## config.mk

```make
export PLATFORM = sky130hd
export DESIGN_NAME = scoreboard_regfile
export DESIGN_NICKNAME = d
export VERILOG_FILES = /design/src/rtl/scoreboard_regfile.sv
export SDC_FILE = /design/constraint.sdc
export NUM_CORES = 2
export LEC_CHECK = 0
export CAP_MARGIN = 5
export CORE_MARGIN = 8
export CORE_UTILIZATION = 49
export DETAILED_ROUTE_END_ITERATION = 10
export PLACE_DENSITY = 0.65
export SYNTH_ARGS = -nofsm -noshare
export SYNTH_HDL_FRONTEND = slang
export SYNTH_SLANG_ARGS = --single-unit
export TNS_END_PERCENT = 100
```

## constraint.sdc

```tcl
create_clock -name clk -period 4.3 [get_ports clk]
set_clock_uncertainty 0.15 [all_clocks]
set_input_delay 0.86 -clock clk [delete_from_list [all_inputs] [get_ports clk]]
set_output_delay 0.86 -clock clk [all_outputs]
set_load 0.05 [all_outputs]
```

## src/rtl/scoreboard_regfile.sv

```systemverilog
// Register file with a per-register pending-write scoreboard for in-order issue.
// Optional macro REGFILE_BYPASS_EN forwards same-cycle writeback data to the read ports.
module scoreboard_regfile #(
    parameter int REG_WIDTH    = 32,
    parameter int NUM_REGS     = 32,
    parameter int NUM_RD_PORTS = 2,
    parameter int ZERO_REG     = 1,
    localparam int ADDR_W      = $clog2(NUM_REGS),
    localparam int CNT_W       = $clog2(NUM_REGS + 1)
) (
    input  logic                           clk,
    input  logic                           rst_n,
    input  logic                           wr_en,
    input  logic [ADDR_W-1:0]              wr_addr,
    input  logic [REG_WIDTH-1:0]           wr_data,
    input  logic [NUM_RD_PORTS*ADDR_W-1:0] rd_addr,
    output logic [NUM_RD_PORTS*REG_WIDTH-1:0] rd_data,
    output logic [NUM_RD_PORTS-1:0]        rd_busy,
    input  logic                           iss_en,
    input  logic [ADDR_W-1:0]              iss_addr,
    output logic                           iss_stall,
    output logic [CNT_W-1:0]               busy_count
);

    logic [REG_WIDTH-1:0] regs [NUM_REGS];
    logic [NUM_REGS-1:0]  busy;

    logic wr_is_zero, iss_is_zero;
    logic wr_ok, iss_ok, wr_clears_busy;

    assign wr_is_zero  = (ZERO_REG != 0) && (wr_addr == '0);
    assign iss_is_zero = (ZERO_REG != 0) && (iss_addr == '0);
    assign wr_ok       = wr_en && !wr_is_zero;

    // A writeback retiring the current producer frees the slot in the same cycle.
    assign iss_stall      = iss_en && !iss_is_zero && busy[iss_addr] &&
                            !(wr_en && (wr_addr == iss_addr));
    assign iss_ok         = iss_en && !iss_is_zero && !iss_stall;
    assign wr_clears_busy = wr_ok && busy[wr_addr];

    // NOTE: the data array is reset too, because reset must make every read return zero.
    always_ff @(posedge clk or negedge rst_n) begin
        if (!rst_n) begin
            for (int i = 0; i < NUM_REGS; i++) regs[i] <= '0;
            busy       <= '0;
            busy_count <= '0;
        end else begin
            // NOTE: non-blocking throughout; the later issue assignment overrides the
            // writeback clear on the same bit, so the new producer wins.
            if (wr_ok) begin
                regs[wr_addr] <= wr_data;
                busy[wr_addr] <= 1'b0;
            end
            if (iss_ok) busy[iss_addr] <= 1'b1;
            busy_count <= busy_count + CNT_W'(iss_ok) - CNT_W'(wr_clears_busy);
        end
    end

    for (genvar p = 0; p < NUM_RD_PORTS; p++) begin : g_rd
        logic [ADDR_W-1:0]    ra;
        logic [REG_WIDTH-1:0] data;
        logic                 bsy;

        assign ra = rd_addr[p*ADDR_W +: ADDR_W];

        // NOTE: defaults first so every path assigns data/bsy and no latch is inferred.
        always_comb begin
            data = regs[ra];
            bsy  = busy[ra];
            if ((ZERO_REG != 0) && (ra == '0)) begin
                data = '0;
                bsy  = 1'b0;
            end
`ifdef REGFILE_BYPASS_EN
            if (wr_ok && (wr_addr == ra)) begin
                data = wr_data;
                bsy  = 1'b0;
            end
`endif
        end

        assign rd_data[p*REG_WIDTH +: REG_WIDTH] = data;
        assign rd_busy[p]                         = bsy;
    end

endmodule

```

* After elaboration in Yosys (flattened, before gate mapping)
Index checks and enable logic that the tools add are counted.
** Storage, ports and cells
- Register bits :: 1062
- Input port bits :: 56
- Output and inout bits :: 73
- Word-level logic and storage cells :: 98
** Operators by class
- $add $sub $neg :: 2
- Order comparisons :: 10
- Eq/ne operators :: 1
- Multiplexer cells :: 27
- Bitwise logic cells :: 6
- Reductions and logical operators :: 18
** Operators with widths (count)
- 1024-bit bitwise mux :: 1
- 32-bit binary-select mux with 5-bit select :: 2
- 32-bit 2-to-1 mux :: 9
- 32-bit demux with 5-bit select :: 1
- 32-bit AND :: 1
- 32-bit inverter :: 1
- 32-bit OR :: 1
- 5-bit by 6-bit < comparator with 1-bit output (second input constant) :: 4
- 1-bit binary-select mux with 5-bit select :: 4
- 5-bit logical NOT :: 4
- 6-bit >= comparator (second input constant) :: 3
- 5-bit inverter with 6-bit output :: 3
- 1-bit demux with 5-bit select :: 2
- 5-bit by 1-bit >= comparator with 1-bit output (second input constant) :: 2
- 1-bit logical AND :: 10
- 1-bit 2-to-1 mux :: 8
- 6-bit by 1-bit adder with 6-bit output :: 1
- 6-bit by 1-bit < comparator with 1-bit output (second input constant) :: 1
- 6-bit by 1-bit subtractor with 6-bit output :: 1
- 5-bit == test :: 1
- 1-bit logical NOT :: 4

* Depth between registers and ports, before layout
- Word-level depth :: 9
- Mapped depth :: 16
- Mapped depth without buffers :: 13

* Least setup slack after synthesis
Ideal clock, no wire load.
- Kind :: input to register
- Start :: input port iss_addr[1]
- End :: register busy_count[4]
- Setup time :: 0.080 ns
- Arrival :: 3.691 ns
- Required time :: 4.070 ns
- Path slack :: 0.379 ns
- Stages :: 15
- Path buffers :: 2
- Path through :: clkbuf_1 -> mux4_2 -> and2_4 -> nor3_4 -> and3_4 -> buf_6 -> o21bai_1 -> ha_1 -> inv_1 -> ha_1 -> fa_1 -> a21oi_1 -> nor2_1 -> nor2_1 -> xnor2_1
** Between the ends
- Longest elaborated chain between the ends :: 9
- Elaborated cells between the ends (all ways) :: 14
- Those cells by class :: add/sub (2); eq/ne (1); mux (2); reduce/logical (9)
** Ends and longest elaborated chain
- start: declaration :: RTL line 20 : input logic [ADDR_W-1:0] iss_addr,
- branches (longest 6 deep; another with 1-bit binary-select mux with 5-bit select)
- 1-bit logical AND (*) :: RTL line 38 : assign iss_ok = iss_en && !iss_is_zero && !iss_stall;
- 6-bit by 1-bit adder with 6-bit output (*) :: RTL line 55 : busy_count <= busy_count + CNT_W'(iss_ok) - CNT_W'(wr_clears_busy);
- 6-bit by 1-bit subtractor with 6-bit output (*) :: RTL line 55
- end signal: assignment :: RTL line 55
- end: declaration :: RTL line 22 : output logic [CNT_W-1:0] busy_count
Every way passes the cells marked *. The select of a mux whose other input is x is not followed.
A chain may end at the register's enable or synchronous reset.

* Worst setup path after layout
- Start :: input port iss_addr[4]
- End :: output port iss_stall
** Between the ends
- Longest elaborated chain between the ends :: 5
- Elaborated cells between the ends (all ways) :: 10
- Those cells by class :: eq/ne (1); mux (2); reduce/logical (7)
** Ends and longest elaborated chain
- branches (longest 4 deep; another with 1-bit binary-select mux with 5-bit select)
- 1-bit logical AND (*) :: RTL line 36 : assign iss_stall = iss_en && !iss_is_zero && busy[iss_addr] &&
- end: declaration :: RTL line 21 : output logic iss_stall,
Marked as above.

==> impl_metrics.json <==
{
  "status": "completed",
  "post_synth_num_cell_types": 54,
  "cts_post_setup_buffers_inserted": 0,
  "via_per_inst": 6.71,
  "synthesized_area_fraction_occupied_by_ao_oa_aoi_and_oai_cells": 0.0163,
  "overall_power_w": 0.0312,
  "start_kind": "primary input",
  "yosys.area.top_type_share": 0.464,
  "clock_tree.root_cell": "sky130_fd_sc_hd__clkbuf_16",
  "drive_above_1_share": 0.587,
  "global_route_wire_length_before_repair_mm": 263,
  "vias": 35200,
  "detailedRoute.firstIterationViolations": 3264,
  "synth.top_cells.by_count": "sky130_fd_sc_hd__dfrtp_1 (1062), sky130_fd_sc_hd__mux2_2 (992), sky130_fd_sc_hd__mux4_2 (669)",
  "die_width_um": 358,
  "firstDrtPassIters": 6,
  "critPathArrivalTime_ps": 3180,
  "setup_viol": 0,
  "holdCritPathClass": "in -> async",
  "detailedPlacementHpwl_mm": 111,
  "synth-edff-count": 0,
  "post_synthesis_share_of_cell_area_spent_on_xor_and_xnor_gates": 0.00153,
  "worst_slew_margin_rel": 0.181,
  "wire_per_inst_um": 33.5,
  "nets": 3694,
  "clkSinkCount": 1062,
  "grt_pass1_vias": 38200,
  "final_cells": 5252,
  "grt_remaining_overflow": 0,
  "fp.dieArea_um2": 128000,
  "max-clock-path-buffers": 3,
  "crit_type": "in -> out",
  "postCtsHoldBufs": 0,
  "ctsHtreeMaxLevel": 3,
  "worstSetupEndpointType": "output port",
  "timing.fmax_mhz": 239,
  "number_of_buffers_created_by_cts": 115,
  "start_util": 0.494,
  "maxCapViolations": 0,
  "synth_top_family_by_area": "multiplexers",
  "final_core_util": 0.561,
  "floorplan.core_area_um2": 116000,
  "hold_ws_ps": 83.2,
  "synth.cell_area_um2": 57300,
  "finalHoldViolCount": 0,
  "rsz0062_at_grt": "false",
  "drtAntennaViolNets": 0,
  "total_drc_errors_in_the_routed_layout": 0,
  "clkLatencyLatePin_ps": 710,
  "die_height_um": 358,
  "synth_async_sr_flop_share": 1.00,
  "flow.area_growth_from_synthesis_pct": 13.6,
  "cts.clk_slew.worst_paths_ps": 60,
  "yosys_warnings": 0,
  "power.leakage_nw": 27.9,
  "yosys.area_share.simple": 0.0173,
  "synth_most_common_cell": "sky130_fd_sc_hd__dfrtp_1",
  "layout_worst_path_cycle_share": 0.975,
  "timing_worst_slew_pin_value_ps": 1220,
  "power_density_nw_per_um2": 480,
  "boundaryPins": 129,
  "dpl.cell_count": 5038,
  "ys_seq_area_frac": 0.464,
  "post_synth_inst_count": 3589,
  "synth.largest_area_cell": "sky130_fd_sc_hd__dfrtp_1",
  "synthAdderAreaFrac": 0.00166,
  "ys.flop_type": "sky130_fd_sc_hd__dfrtp_1",
  "place.port_buffers": 128,
  "slew_viol_final": 0,
  "muxShareOfSynthArea": 0.460,
  "synth.top_cells.by_area": "sky130_fd_sc_hd__dfrtp_1 (46%), sky130_fd_sc_hd__mux4_2 (26%), sky130_fd_sc_hd__mux2_2 (19%)",
  "gp_congestion": 0.894,
  "avgSynthCellArea_um2": 16.0,
  "largest_net_degree_at_the_start_of_global_routing": 114,
  "postCtsResizedCells": 0,
  "synth.net_count": 3652,
  "track_usage": 0.278,
  "required_ps": 3290,
  "timing.final.crit_period_ps": 4190,
  "worstPathMaxFanout": 11,
  "worst_voltage_drop_across_the_vdd_grid_mv": 0.317,
  "tritoncts_clock_tree": "built",
  "totalWireLength_mm": 176,
  "initial_antenna_violation_count": 5,
  "cell_row_count": 125,
  "ys_seq_elements": 1062
}
[report_power, final]
part           internal [W]  switching (W)
Clock               0.00598        0.00418
Sequential           0.0119        0.00154
Combinational       0.00432        0.00330
[layout by cell type, fill, tap and decap left out, types with 5 or more instances in the layout]
master                            Yosys  routed
sky130_fd_sc_hd__clkbuf_1           208      22
sky130_fd_sc_hd__dfrtp_1           1062    1062
sky130_fd_sc_hd__o31ai_1             13      13
sky130_fd_sc_hd__clkdlybuf4s50_1      0      50
sky130_fd_sc_hd__nand3b_1             9       9
sky130_fd_sc_hd__buf_8                0       5
sky130_fd_sc_hd__nor2_1              37      25
sky130_fd_sc_hd__o21ai_0              5       5
sky130_fd_sc_hd__inv_1               76      76
sky130_fd_sc_hd__nor2b_1             10      10
sky130_fd_sc_hd__nand2_1            101      82
sky130_fd_sc_hd__ha_1                 6       6
sky130_fd_sc_hd__a22oi_1              6       6
sky130_fd_sc_hd__nor2_4               0      12
sky130_fd_sc_hd__xnor2_1              9       9
sky130_fd_sc_hd__nand4_1              7       7
sky130_fd_sc_hd__a22o_1              11      11
sky130_fd_sc_hd__bufinv_16            0       7
sky130_fd_sc_hd__a21o_1              11      11
sky130_fd_sc_hd__a32oi_1              7       7
sky130_fd_sc_hd__clkbuf_8             0      32
sky130_fd_sc_hd__o21ai_1             67      67
sky130_fd_sc_hd__buf_12               0      88
sky130_fd_sc_hd__nand2_2              1      20
sky130_fd_sc_hd__buf_4               34     191
sky130_fd_sc_hd__a21oi_1             13      13
sky130_fd_sc_hd__clkinv_2             0      25
sky130_fd_sc_hd__clkbuf_16            0     118
sky130_fd_sc_hd__nand3_1              5       5
sky130_fd_sc_hd__mux2_2             992     992
sky130_fd_sc_hd__mux4_2             669     669
sky130_fd_sc_hd__mux2i_1             14      14
[layout make-up]
cell class              count  area (um2)
fillers                  8894       50900
multi-input cells        2038       28600
flip-flops and latches   1062       26600
repair buffers            338        3800
clock buffers             172        3480
well taps                1524        1910
clock inverters            39         424
inverters                  76         285
diodes                      3        7.51
[cells by family after synthesis]
| logic type | count (synthesis) |
|---|---|
| AO/OA/AOI/OAI | 147 |
| XOR/XNOR | 10 |
| adder cells (fa/ha/maj) | 7 |
| buffers and inverters | 489 |
| flip-flops | 1062 |
| multiplexers | 1675 |
| AND/OR/NAND/NOR | 199 |
[critical path: stages]
cell and delay [ps]:
sky130_fd_sc_hd__clkdlybuf4s50_1 690, sky130_fd_sc_hd__or3b_1 450, sky130_fd_sc_hd__o22ai_1 250, sky130_fd_sc_hd__o31ai_2 110, sky130_fd_sc_hd__and3_4 190, sky130_fd_sc_hd__buf_4 190
sky130_fd_sc_hd__nor3_2 180, sky130_fd_sc_hd__buf_4 240
[metal layers]
metal | up-vias | routed length, um | part of all wire | track usage
li1 | 14000 | - | - | -
met1 | 19400 | 71000 | 0.40 | 0.378
met2 | 1435 | 85200 | 0.48 | 0.444
met3 | 389 | 12300 | 0.070 | 0.0530
met4 | 4 | 7220 | 0.041 | 0.111
met5 | - | 25 | 0.00014 | 0
[state kept, by name (all words and copies together) (netlist names)]
| name | cells |
|---|---|
| busy | 32 |
| busy_count | 6 |
| regs | 1024 |
[final timing paths]
kind,cells after the start,slack [ps],startpoint,endpoint
max,8,110,iss_addr[4],iss_stall
min,1,80,rst_n,regs[1017]$_DFFE_PN0P_
max reg2reg,13,910,busy[28]$_DFF_PN0_,busy_count[4]$_DFF_PN0_
min reg2reg,0,240,regs[1010]$_DFFE_PN0P_,regs[1010]$_DFFE_PN0P_
max in group asynchronous,2,2720,rst_n,regs[528]$_DFFE_PN0P_
min in group clk,0,240,regs[1010]$_DFFE_PN0P_,regs[1010]$_DFFE_PN0P_
[metrics by stage]
step	setup slack (ps)	area (um2)	setup TNS, ps
4_1_cts	123	65100	0
2_1_floorplan	379	57300	0
5_1_grt	19.6	65100	0
6_report	109	65100	0
3_5_place_dp	-60.6	61200	-72.4
3_3_place_gp	-113	61200	-157
Power figures use the tool's default switching activity.
